`src/rtl/loba_pkg.sv`:
```
// Shared constants, PW derivation and default-configuration result layout for the LOBA leading-one pipeline.
// Combinational helpers only; no latency, no flow control.
package loba_pkg;

  localparam int LOBA_WIDTH = 16;
  localparam int LOBA_KEEP  = 6;

  // A 1-bit field is still needed when WIDTH collapses $clog2 to 0.
  function automatic int loba_pw(input int w);
    return (w < 2) ? 1 : $clog2(w);
  endfunction

  localparam int LOBA_PW = loba_pw(LOBA_WIDTH);

  typedef struct packed {
    logic [LOBA_WIDTH-1:0] onehot;
    logic [LOBA_PW-1:0]    pos;
    logic                  zero;
    logic [LOBA_KEEP-1:0]  frag;
    logic [LOBA_PW-1:0]    shift;
  } loba_res_t;

endpackage

```
`src/rtl/loba_lob_enc.sv`:
```
// Priority leading-one encoder: one-hot mask, binary index and zero flag.
// Purely combinational; no latency, no flow control.
module loba_lob_enc
  import loba_pkg::*;
#(
  parameter int WIDTH = LOBA_WIDTH,
  localparam int PW   = loba_pw(WIDTH)
) (
  input  logic [WIDTH-1:0] x_i,
  output logic [WIDTH-1:0] onehot_o,
  output logic [PW-1:0]    pos_o,
  output logic             zero_o
);

  logic found;

  always_comb begin
    onehot_o = '0;
    pos_o    = '0;
    found    = 1'b0;
    zero_o   = (x_i == '0);
    for (int i = WIDTH - 1; i >= 0; i--) begin
      if (!found && x_i[i]) begin
        found       = 1'b1;
        pos_o       = PW'(i);
        onehot_o[i] = 1'b1;
      end
    end
  end

endmodule

```
`src/rtl/loba_lod_pipe.sv`:
```
// Two-stage leading-one detect + KEEP-bit fragment extraction; result appears one edge after S1 loads.
// Valid/ready with full-throughput skid-free stalling; LOBA_LOD_UNBIAS_EN forces frag LSB when bits were dropped.
module loba_lod_pipe
  import loba_pkg::*;
#(
  parameter int WIDTH = LOBA_WIDTH,
  parameter int KEEP  = LOBA_KEEP,
  localparam int PW   = loba_pw(WIDTH)
) (
  input  logic             clk,
  input  logic             rst,
  input  logic             in_valid,
  output logic             in_ready,
  input  logic [WIDTH-1:0] in_x,
  output logic             out_valid,
  input  logic             out_ready,
  output logic [WIDTH-1:0] out_onehot,
  output logic [PW-1:0]    out_pos,
  output logic             out_zero,
  output logic [KEEP-1:0]  out_frag,
  output logic [PW-1:0]    out_shift
);

  typedef struct packed {
    logic [WIDTH-1:0] onehot;
    logic [PW-1:0]    pos;
    logic             zero;
    logic [KEEP-1:0]  frag;
    logic [PW-1:0]    shift;
  } res_t;

  localparam logic [PW-1:0] KEEP_M1 = PW'(KEEP - 1);

  logic             s1_vld_q, s1_vld_d;
  logic [WIDTH-1:0] s1_x_q;
  logic             s2_vld_q, s2_vld_d;
  res_t             s2_res_q, res_d;

  logic             in_fire, out_fire, s2_load;
  logic [WIDTH-1:0] enc_onehot;
  logic [PW-1:0]    enc_pos;
  logic             enc_zero;

  assign in_ready = !s1_vld_q || !s2_vld_q || out_ready;
  assign in_fire  = in_valid && in_ready;
  assign out_fire = s2_vld_q && out_ready;
  assign s2_load  = s1_vld_q && (!s2_vld_q || out_ready);

  loba_lob_enc #(.WIDTH(WIDTH)) u_enc (
    .x_i      (s1_x_q),
    .onehot_o (enc_onehot),
    .pos_o    (enc_pos),
    .zero_o   (enc_zero)
  );

  always_comb begin
    res_d        = '0;
    res_d.onehot = enc_onehot;
    res_d.pos    = enc_pos;
    res_d.zero   = enc_zero;
    if (!enc_zero && (enc_pos >= KEEP_M1)) begin
      res_d.shift = enc_pos - KEEP_M1;
    end
    // With shift = 0 this is simply x[KEEP-1:0], which is exact below KEEP bits.
    res_d.frag = KEEP'(s1_x_q >> res_d.shift);
`ifdef LOBA_LOD_UNBIAS_EN
    if (res_d.shift != '0) begin
      res_d.frag[0] = 1'b1;
    end
`endif
  end

  always_comb begin
    s1_vld_d = s1_vld_q;
    if (in_fire) begin
      s1_vld_d = 1'b1;
    end else if (s2_load) begin
      s1_vld_d = 1'b0;
    end
    s2_vld_d = s2_vld_q;
    if (s2_load) begin
      s2_vld_d = 1'b1;
    end else if (out_fire) begin
      s2_vld_d = 1'b0;
    end
  end

  always_ff @(posedge clk) begin
    if (rst) begin
      s1_vld_q <= 1'b0;
      s1_x_q   <= '0;
      s2_vld_q <= 1'b0;
      s2_res_q <= '0;
    end else begin
      s1_vld_q <= s1_vld_d;
      s2_vld_q <= s2_vld_d;
      if (in_fire) begin
        s1_x_q <= in_x;
      end
      if (s2_load) begin
        s2_res_q <= res_d;
      end
    end
  end

  assign out_valid  = s2_vld_q;
  assign out_onehot = s2_res_q.onehot;
  assign out_pos    = s2_res_q.pos;
  assign out_zero   = s2_res_q.zero;
  assign out_frag   = s2_res_q.frag;
  assign out_shift  = s2_res_q.shift;

endmodule

```
`config.mk`:
```
export PLATFORM = sky130hd
export DESIGN_NAME = loba_lod_pipe
export DESIGN_NICKNAME = d
export VERILOG_FILES = /design/src/rtl/loba_pkg.sv /design/src/rtl/loba_lob_enc.sv /design/src/rtl/loba_lod_pipe.sv
export SDC_FILE = /design/constraint.sdc
export NUM_CORES = 1
export LEC_CHECK = 0
export BUFFER_PORTS_ARGS = -buffer_cell sky130_fd_sc_hd__buf_2
export CAP_MARGIN = 15
export CORE_MARGIN = 3
export CORE_UTILIZATION = 25
export DETAILED_ROUTE_END_ITERATION = 10
export HOLD_SLACK_MARGIN = 0.02
export SLEW_MARGIN = 20
export SYNTH_ARGS = -nofsm -noshare
export SYNTH_HDL_FRONTEND = slang
export SYNTH_SLANG_ARGS = --single-unit
```
`constraint.sdc`:
```
create_clock -name clk -period 3.6 [get_ports clk]
set_input_delay 0.72 -clock clk [delete_from_list [all_inputs] [get_ports clk]]
set_output_delay 0.72 -clock clk [all_outputs]
set_load 0.01 [all_outputs]
```
==> results.ini, run 1 <==
[power]
switchingPower_w=0.0004922
p_comb_share_pct=32.2
intPower_w=0.0009902
p_clk_share_pct=27.2
leakage_nw=1.357
seqPwrFrac_pct=40.5
finalPower_w=0.001482
swShare_pct=33.20
powerDensity_nw_per_um2=441.1
peakVddDrop_mv=0.1966

[placement]
pre_cts_ws_ns=0.04830
detailed_place_hpwl_um=5942
place_congestion=0.9368
place_inst=521
numPortBuffers=52

[synthesis]
mappedNetlistNets=357
synthArstFlopShare_pct=0
synth-edff-count=0
ys_seq_elements=49
ys_warn_count=0
mappedNetlistArea_um2=2688
ys_seq_area_share_pct=36.50
synth_area_per_cell_um2=8.023
postSynthCellCount=335
ys_types=57
ys.flop_type=dfxtp_1

[global_routing]
grt_pass1_wl_um=12790
grt_pass1_vias=2462
grt_max_degree=52
antenna_found_initial=0
grt-ovfl-total=0
groute.usage.overall_pct=13.40

[cells_and_area]
final_common_cell=nand2_1
fill_cells=1127
layout_common_cells=60 x nand2_1, 52 x buf_2, 48 x dfxtp_1, 44 x a21oi_1, 32 x nor2_1
area_growth_pct=25.05
diodes=0
final_util_pct=32.41
nets=417
final_cells=531
drive_gt1_share_pct=27.34

[setup_path]
slowest_delay_ns=0.57
crit_type=reg -> reg
slowest_stage=or4_4
arrival_ns=3.57
reg2regPathDepth=14
r2r-end=out_frag[3]
cp-end-kind=register
critPathRequiredTime_ns=3.76
start_kind=register
rrSetupSlack_ns=0.19
r2r_start=s1_x_q[15]
critPathMaxFanout=10
crit_chain=or4_4 > nor3_4 > o21a_1 > nor3_1 > inv_1 > ha_1 > nand2b_1 > o211ai_1 > a311oi_4 > buf_12 > mux4_2 > a21oi_1 > a21boi_2 > o41ai_2

[routing]
detail_route.wirelength_um=7920
wire_per_inst_um=14.92
vias=2635
first_iter_violations=133
first_pass_iters=4
drtAntennaViolNets=0
drc=0
vias_per_cell=4.962

[floorplan]
ios=53
fp.coreArea_um2=10370
die_area_um2=12030
initial_core_util_pct=25.92
die_height_um=109.7
die_x_um=109.7
fp-row-count=37

[clocking]
cts_buffers=5
cts_tree=done
clock-sinks=49
insertion_delay_ns=0.31
ctsHtreeMaxLevel=2
clockBufferDepth=2
holdBufCountCts=0
clkTransAtPathRegs_ns=0.10
cts_root_buffer=clkbuf_8

[hold_path]
min_to=out_onehot[13]
hold_path_class=reg -> reg
min_path_cells=2
worstHoldStart=out_onehot[13]

[timing]
tightest_slew_ns=0.8966
post-route-min-period_ns=3.410
period_share_pct=94.71
setup_viol=0
setup_slack_ns=0.1905
relSlewSlack_pct=40.23
hold_viol_final=0
skew_ns=0.01094
slew_viol_final=0
clock.fmax_mhz=293.3

[job]
cap_violations=0

[run_status]
status=completed

## sequential cells by signal, indices dropped and copies added, names as in the netlist
| signal | flops |
|---|---|
| out_shift | 4 |
| out_onehot | 16 |
| s1_x_q | 16 |
| out_zero | 1 |
| out_valid | 1 |
| s1_vld_q | 1 |
| out_pos | 4 |
| out_frag | 6 |
## repair_timing
action,4_1_cts,5_1_grt
setup buffers,0,3
hold endpoints to repair,0,0
endpoints found under the setup margin,0,6
gates resized for setup,0,6
## how the worst max path moves through the flow
stage	from	endpoint	depth (start not counted)
6_report	s1_x_q[15]	out_frag[3]	14
5_1_grt	s1_x_q[9]	out_frag[1]	14
4_1_cts	s1_x_q[5]	out_frag[3]	13
3_5_place_dp	s1_x_q[5]	out_frag[3]	13
3_3_place_gp	s1_x_q[10]	out_frag[5]	12
2_1_floorplan	s1_x_q[11]	out_frag[3]	12
## metal layers
| metal | track usage [%] | vias up | share of wire [%] |
|---|---|---|---|
| met2 | 21.05 | 101 | 45 |
| met1 | 19.02 | 1216 | 47 |
| met5 | 0 | - | 0 |
| met3 | 2.525 | 6 | 6.8 |
| li1 | - | 1312 | - |
| met4 | 3.028 | 0 | 0.81 |
## cells by family (layout without fill, tap and decap cells)
| family | count (synthesis) | after routing | synth area share [%] |
|---|---|---|---|
| buffers and inverters | 35 | 95 | 5.773 |
| muxes | 12 | 12 | 6.657 |
| adders and majority gates | 2 | 2 | 0.9309 |
| AOI/OAI and AO/OA | 95 | 95 | 24.26 |
| and+or+nand+nor | 141 | 141 | 25.56 |
| xor gates and xnor gates | 1 | 1 | 0.3259 |
| DFF | 49 | 49 | 36.50 |
## worst max-delay path, delay by kind of cell, from the launching register on
family                   cells  cell delay (ns)
AO/OA/AOI/OAI                6             1.02
AND/OR/NAND/NOR              4             0.94
multiplexers                 1             0.49
flip-flops                   1             0.36
buffers and inverters        2             0.24
adder cells (fa/ha/maj)      1             0.20
## Yosys cell counts, types with 2 or more instances
| master | n | area [um^2] |
|---|---|---|
| mux2i_1 | 7 | 70.07 |
| o21ai_1 | 3 | 15.01 |
| buf_1 | 2 | 7.510 |
| o211ai_1 | 4 | 30.03 |
| nand2_1 | 60 | 225.2 |
| o221ai_1 | 2 | 17.52 |
| ha_1 | 2 | 25.02 |
| mux4_1 | 2 | 52.55 |
| or4_1 | 4 | 30.03 |
| a311oi_1 | 2 | 17.52 |
| mux4_2 | 2 | 45.04 |
| a211oi_1 | 7 | 52.55 |
| buf_6 | 2 | 22.52 |
| dfxtp_1 | 49 | 980.9 |
| o31ai_1 | 2 | 15.01 |
| nor2b_1 | 6 | 37.54 |
| nor3_1 | 8 | 40.04 |
| o21ai_0 | 5 | 25.02 |
| a221oi_1 | 4 | 35.03 |
| inv_1 | 5 | 18.77 |
| nand2b_1 | 8 | 50.05 |
| nand3b_1 | 2 | 15.01 |
| a21oi_1 | 44 | 220.2 |
| nor4_1 | 3 | 18.77 |
| nor2_1 | 33 | 123.9 |
| a21boi_0 | 2 | 15.01 |
| or4_4 | 2 | 22.52 |
| a22oi_1 | 5 | 37.54 |
| buf_2 | 4 | 20.02 |
| and2_1 | 3 | 18.77 |
| nand3_1 | 4 | 20.02 |
| clkbuf_1 | 20 | 75.07 |
| a31oi_1 | 3 | 18.77 |
## final cells by class
type	instances	area [um^2]	share of cell area (%)
clock buffers	5	68.82	2.048
clock inverters	2	38.79	1.154
inverters	6	22.52	0.6701
multi-input cells	251	1580	47.02
flip-flops and latches	49	982.2	29.23
well taps	136	170.2	5.063
repair buffers	82	498.0	14.82
## metrics by stage
stage | TNS [ns] | cell area [um^2] | hold WS (ns)
floorplan | 0 | 2688 | 0.4631
global placement | 0 | 3201 | 0.4378
detailed placement | 0 | 3201 | 0.4428
CTS | 0 | 3308 | 0.4574
global route | -0.04005 | 3361 | 0.4810
finish | 0 | 3361 | 0.4529
## power by group through the flow
stage               logic [W]  clock network [W]  registers [W]
CTS                  0.000464           0.000413       0.000600
global route         0.000525           0.000431       0.000606
detailed placement   0.000462                  0       0.000612
global placement     0.000464                  0       0.000612
finish               0.000478           0.000403       0.000601
floorplan            0.000311                  0       0.000606
Power figures use the tool's default switching activity.
==> run 2: changes to the inputs <==
--- a/config.mk
+++ b/config.mk
@@ -5,6 +5,7 @@
 export SDC_FILE = /design/constraint.sdc
 export NUM_CORES = 1
 export LEC_CHECK = 0
+export ABC_AREA = 1
 export BUFFER_PORTS_ARGS = -buffer_cell sky130_fd_sc_hd__buf_2
 export CAP_MARGIN = 15
 export CORE_MARGIN = 3
==> run 2 against run 1 <==
Combinational power is 14% higher. Global-route usage is 0.25 points lower. Setup slack better by 0.16 ns. Clock skew is 0.00083 ns lower. Sequential power is 2% higher. Largest cell class unchanged.
==> results.ini, run 2 <==
[routing]
wire_per_inst_um=13.81
first_iter_violations=137
vias=2705
vias_per_cell=4.729
first_pass_iters=4
drtAntennaViolNets=0
detail_route.wirelength_um=7898
drc=0

[global_routing]
grt_max_degree=53
grt-ovfl-total=0
groute.usage.overall_pct=13.15
antenna_found_initial=0
grt_pass1_vias=2647
grt_pass1_wl_um=13330

[cells_and_area]
area_growth_pct=15.84
multi_input_area_um2=1460
layout_common_cells=77 x nand2_1, 65 x nand3_1, 52 x buf_2, 49 x dfxtp_1, 40 x o21ai_0
nets=457
drive_gt1_share_pct=22.25
seq_area_um2=980.9
fill_cells=1179
final_common_cell=nand2_1
diodes=0
final_cell_area_um2=3176

[timing]
setup_slack_ns=0.3495
setup_viol=0
relSlewSlack_pct=48.93
hold_viol_final=0
post-route-min-period_ns=3.250
skew_ns=0.01011
fin_tns_setup_ns=0
tightest_slew_ns=0.7652
slew_viol_final=0
clock.fmax_mhz=307.6
period_share_pct=90.29
rsz0062_at_grt=false
hold-worst-slack_ns=0.4685

[setup_path]
crit_type=reg -> reg
start_kind=register
rrSetupSlack_ns=0.35
critPathMaxFanout=19
crit_chain=nor2_4 > nand2_4 > nor2_4 > nand3_1 > nand2_1 > nor2_2 > nand2_2 > nor2_4 > inv_1 > ha_1 > nand2_1 > nand3_4 > nand2_4 > inv_2 > nand3_1 > nand3_1 > nand3_1 > nand3_1 > nand2_1 > inv_1
slowest_stage=dfxtp_1
cpMostUsedCell=nand3_1
arrival_ns=3.45
cp-end-kind=register
critPathRequiredTime_ns=3.80
slowest_delay_ns=0.53

[synthesis]
postSynthCellCount=392
synth-edff-count=0
ys_seq_elements=49
ys_warn_count=0
synth_top_area_share_pct=35.78
ys_seq_area_share_pct=35.78
ys_types=31
mappedNetlistArea_um2=2741
mappedNetlistNets=414
synth_most_common_cell=nand2_1
synth_area_per_cell_um2=6.993
ys.flop_type=dfxtp_1
synth.largest_area_cell=dfxtp_1
synthArstFlopShare_pct=0
synthTopCellsByCount=77 x nand2_1, 65 x nand3_1, 49 x dfxtp_1
ys_top_cells_by_area=dfxtp_1 36%, nand3_1 12%, nand2_1 11%

[power]
swShare_pct=37.35
peakVddDrop_mv=0.1855
finalPower_w=0.001569
p_clk_share_pct=26.3
seqPwrFrac_pct=39.0
powerDensity_nw_per_um2=494.0
intPower_w=0.0009828
switchingPower_w=0.0005859
leakage_nw=1.538
p_comb_share_pct=34.7

[clocking]
ctsHtreeMaxLevel=2
clock-sinks=49
ctsResizeCount=0
cts_buffers=5
post_cts.repair.setup_buffers=0
insertion_delay_ns=0.30
holdBufCountCts=0
clkTransAtPathRegs_ns=0.09
cts_root_buffer=clkbuf_8
clockBufferDepth=2
cts_tree=done

[floorplan]
ios=53
die_height_um=110.7
initial_core_util_pct=26.09
fp.coreArea_um2=10510
fp-row-count=37
die_x_um=110.7
die_area_um2=12260

[job]
cap_violations=0

[hold_path]
hold_path_class=reg -> reg

[placement]
dpl-instance-area_um2=3059
numPortBuffers=52
pre_cts_ws_ns=0.4418
detailed_place_hpwl_um=6008
place_congestion=0.8671

[run_status]
status=completed

-- run 2: changes by cell type after synthesis, sizes merged, moves of 9 or more --
cell / previous run / this run
inv: 5 / 43
clkbuf: 20 / 10
nor3: 9 / 0
o21ai: 8 / 40
nand2: 61 / 87
nand3: 4 / 72
-- run 2: worst max-delay path, delay by kind of cell, from the launching register on --
family,cells,cell delay [ns]
adders and majority gates,1,0.21
buffers and inverters,3,0.26
DFF,1,0.53
and+or+nand+nor,16,2.16
-- run 2: cell type report --
cell class / instances / share of cell area, %
Sequential cell: 49 / 30.89
Clock inverter: 1 / 0.9456
Multi-Input combinational cell: 280 / 45.98
Inverter: 44 / 5.201
Clock buffer: 7 / 2.719
Tap cell: 136 / 5.359
Timing Repair Buffer: 55 / 8.905
-- run 2: cells by family (layout without fill, tap and decap cells) --
family / Yosys count / in the layout / share of synthesized area, %
AO/OA/AOI/OAI: 83 / 83 / 16.07
flip-flops: 49 / 49 / 35.78
AND/OR/NAND/NOR: 195 / 195 / 36.28
buffers and inverters: 63 / 107 / 10.95
adder cells (fa/ha/maj): 2 / 2 / 0.9127
-- run 2: through the flow --
step,util [%],instances
CTS,30.22,572
floorplan,-,392
finish,30.22,572
detailed placement,29.11,564
global route,30.22,572
global placement,29.11,564
-- run 2: final timing paths --
path,depth (start not counted),endpoint,from
max,20,out_frag[0],s1_x_q[15]
min,2,out_onehot[1],out_onehot[1]
max reg2reg,20,out_frag[0],s1_x_q[15]
min reg2reg,2,out_onehot[1],out_onehot[1]
-- run 2: per-layer routing --
layer	global-route usage, %	vias up	wire, um
li1	-	1379	-
met4	4.105	0	184
met2	20.59	74	3436
met1	18.35	1239	3901
met3	2.347	13	375
met5	0	-	0
-- run 2: power groups by stage --
stage / Clock [W] / Sequential, W / Combinational (W)
6_report: 0.000413 / 0.000612 / 0.000544
5_1_grt: 0.000447 / 0.000618 / 0.000618
4_1_cts: 0.000428 / 0.000612 / 0.000542
3_5_place_dp: 0 / 0.000625 / 0.000539
3_3_place_gp: 0 / 0.000624 / 0.000546
2_1_floorplan: 0 / 0.000633 / 0.000417
==> run 3: changes to the inputs <==
==> constraint.sdc (replaced) <==
create_clock -name clk -period 3.8 [get_ports clk]
set_input_delay 0.76 -clock clk [delete_from_list [all_inputs] [get_ports clk]]
set_output_delay 0.76 -clock clk [all_outputs]
set_load 0.01 [all_outputs]
==> run 3 against run 2 <==
Largest cell class unchanged. First-iteration DRC count increased by 16%. Clock power decreased by 10%. Hold slack improved by 0.0086 ns. Global-route usage increased by 0.23 points. Highest routed layer unchanged. Clock-buffer cell count decreased by 2. Routed wire length increased by 3.2%. Utilization unchanged. Combinational power decreased by 5.3%.
==> results.ini, run 3 (synthesized netlist as in run 2, its figures left out) <==
[placement]
dpl-instance-area_um2=3072
place_congestion=0.8475
place_inst=564
detailed_place_hpwl_um=6250
numPortBuffers=52

[timing]
skew_ns=0.009462
clock.fmax_mhz=322.9
slew_viol_final=0
rsz0062_at_grt=false
fin_tns_setup_ns=0
tightest_slew_ns=0.7502
relSlewSlack_pct=49.93
hold_viol_final=0
post-route-min-period_ns=3.097
setup_viol=0
hold-worst-slack_ns=0.4771
period_share_pct=81.49

[clocking]
clkTransAtPathRegs_ns=0.09
cts_tree=done
post_cts.repair.setup_buffers=0
cts_buffers=5
insertion_delay_ns=0.31
ctsHtreeMaxLevel=2
clock-sinks=49
cts_root_buffer=clkbuf_8
holdBufCountCts=0
clockBufferDepth=2
ctsResizeCount=0

[global_routing]
grt_pass1_vias=2616
grt-ovfl-total=0
grt_max_degree=33
grt_pass1_wl_um=13470
antenna_found_initial=0
groute.usage.overall_pct=13.38

[routing]
wire_per_inst_um=14.27
detail_route.wirelength_um=8150
vias=2660
drc=0
first_pass_iters=4
first_iter_violations=159
vias_per_cell=4.658
drtAntennaViolNets=0

[floorplan]
die_area_um2=12260
initial_core_util_pct=26.09
fp-row-count=37
ios=53
die_height_um=110.7
die_x_um=110.7
fp.coreArea_um2=10510

[power]
peakVddDrop_mv=0.1582
powerDensity_nw_per_um2=461.2
leakage_nw=1.537

[job]
cap_violations=0

[cells_and_area]
drive_gt1_share_pct=22.30
diodes=0
final_cells=571
final_util_pct=30.22
final_common_cell=nand2_1
final_cell_area_um2=3176
layout_common_cells=77 x nand2_1, 65 x nand3_1, 52 x buf_2, 49 x dfxtp_1, 40 x o21ai_0
area_growth_pct=15.84
nets=457

[setup_path]
cp-end-kind=register
critPathMaxFanout=19
start_kind=register
arrival_ns=3.30
critPathRequiredTime_ns=4.00
crit_type=reg -> reg

[run_status]
status=completed

[hold_path]
hold_path_class=reg -> reg

==> run 3: cell count changes in the layout (fill, tap and decap cells not counted), sizes merged <==
cell	before	now
clkinv	1	2
clkbuf	7	5
==> run 3: worst max-delay path: stages (launching register included) <==
cell     delay [ns]
dfxtp_1        0.40
nor2_4         0.19
nand2_4        0.11
nor2_8         0.23
inv_2          0.08
nor2_4         0.09
nand3_1        0.11
nand2_1        0.09
nor2_1         0.08
ha_1           0.21
inv_1          0.08
nand2_1        0.08
nand3_4        0.28
nand2_4        0.20
inv_2          0.24
nand3_1        0.12
nand3_1        0.13
nand2_1        0.07
nand2_1        0.05
nand3_1        0.06
nand2_1        0.06
inv_1          0.04
==> run 3: layer usage <==
metal | routed length (um) | vias up | GRT usage [%]
li1 | - | 1374 | -
met1 | 4099 | 1223 | 18.84
met2 | 3623 | 55 | 20.63
met3 | 344 | 8 | 2.566
met4 | 82 | 0 | 4.105
met5 | 0 | - | 0
==> run 3: worst paths after layout <==
kind / cells after the start / from / slack (ns) / endpoint
worst min register to register: 2 / out_onehot[13] / 0.48 / out_onehot[13]
worst max register to register: 21 / s1_x_q[15] / 0.70 / out_frag[2]
worst max-delay path: 21 / s1_x_q[15] / 0.70 / out_frag[2]
worst min-delay path: 2 / out_onehot[13] / 0.48 / out_onehot[13]
==> run 3: power by group <==
| group | internal [W] | switching, W |
|---|---|---|
| Clock | 0.000192 | 0.000178 |
| Sequential | 0.000552 | 0.0000273 |
| Combinational | 0.000165 | 0.000350 |
==> run 3: area by class of cell <==
cell class	count	area, um^2
Multi-Input combinational cell	280	1460
Timing Repair Buffer	55	295.3
Inverter	44	165.2
Fill cell	1159	7333
Clock inverter	2	35.03
Clock buffer	5	68.82
Tap cell	136	170.2
Sequential cell	49	980.9
==> run 3: per-stage QoR <==
step	setup slack [ns]	power, W
global route	0.3554	0.001575
global placement	0.7470	0.001115
detailed placement	0.7072	0.001108
CTS	0.7005	0.001482
finish	0.7033	0.001465
floorplan	1.134	0.0009941
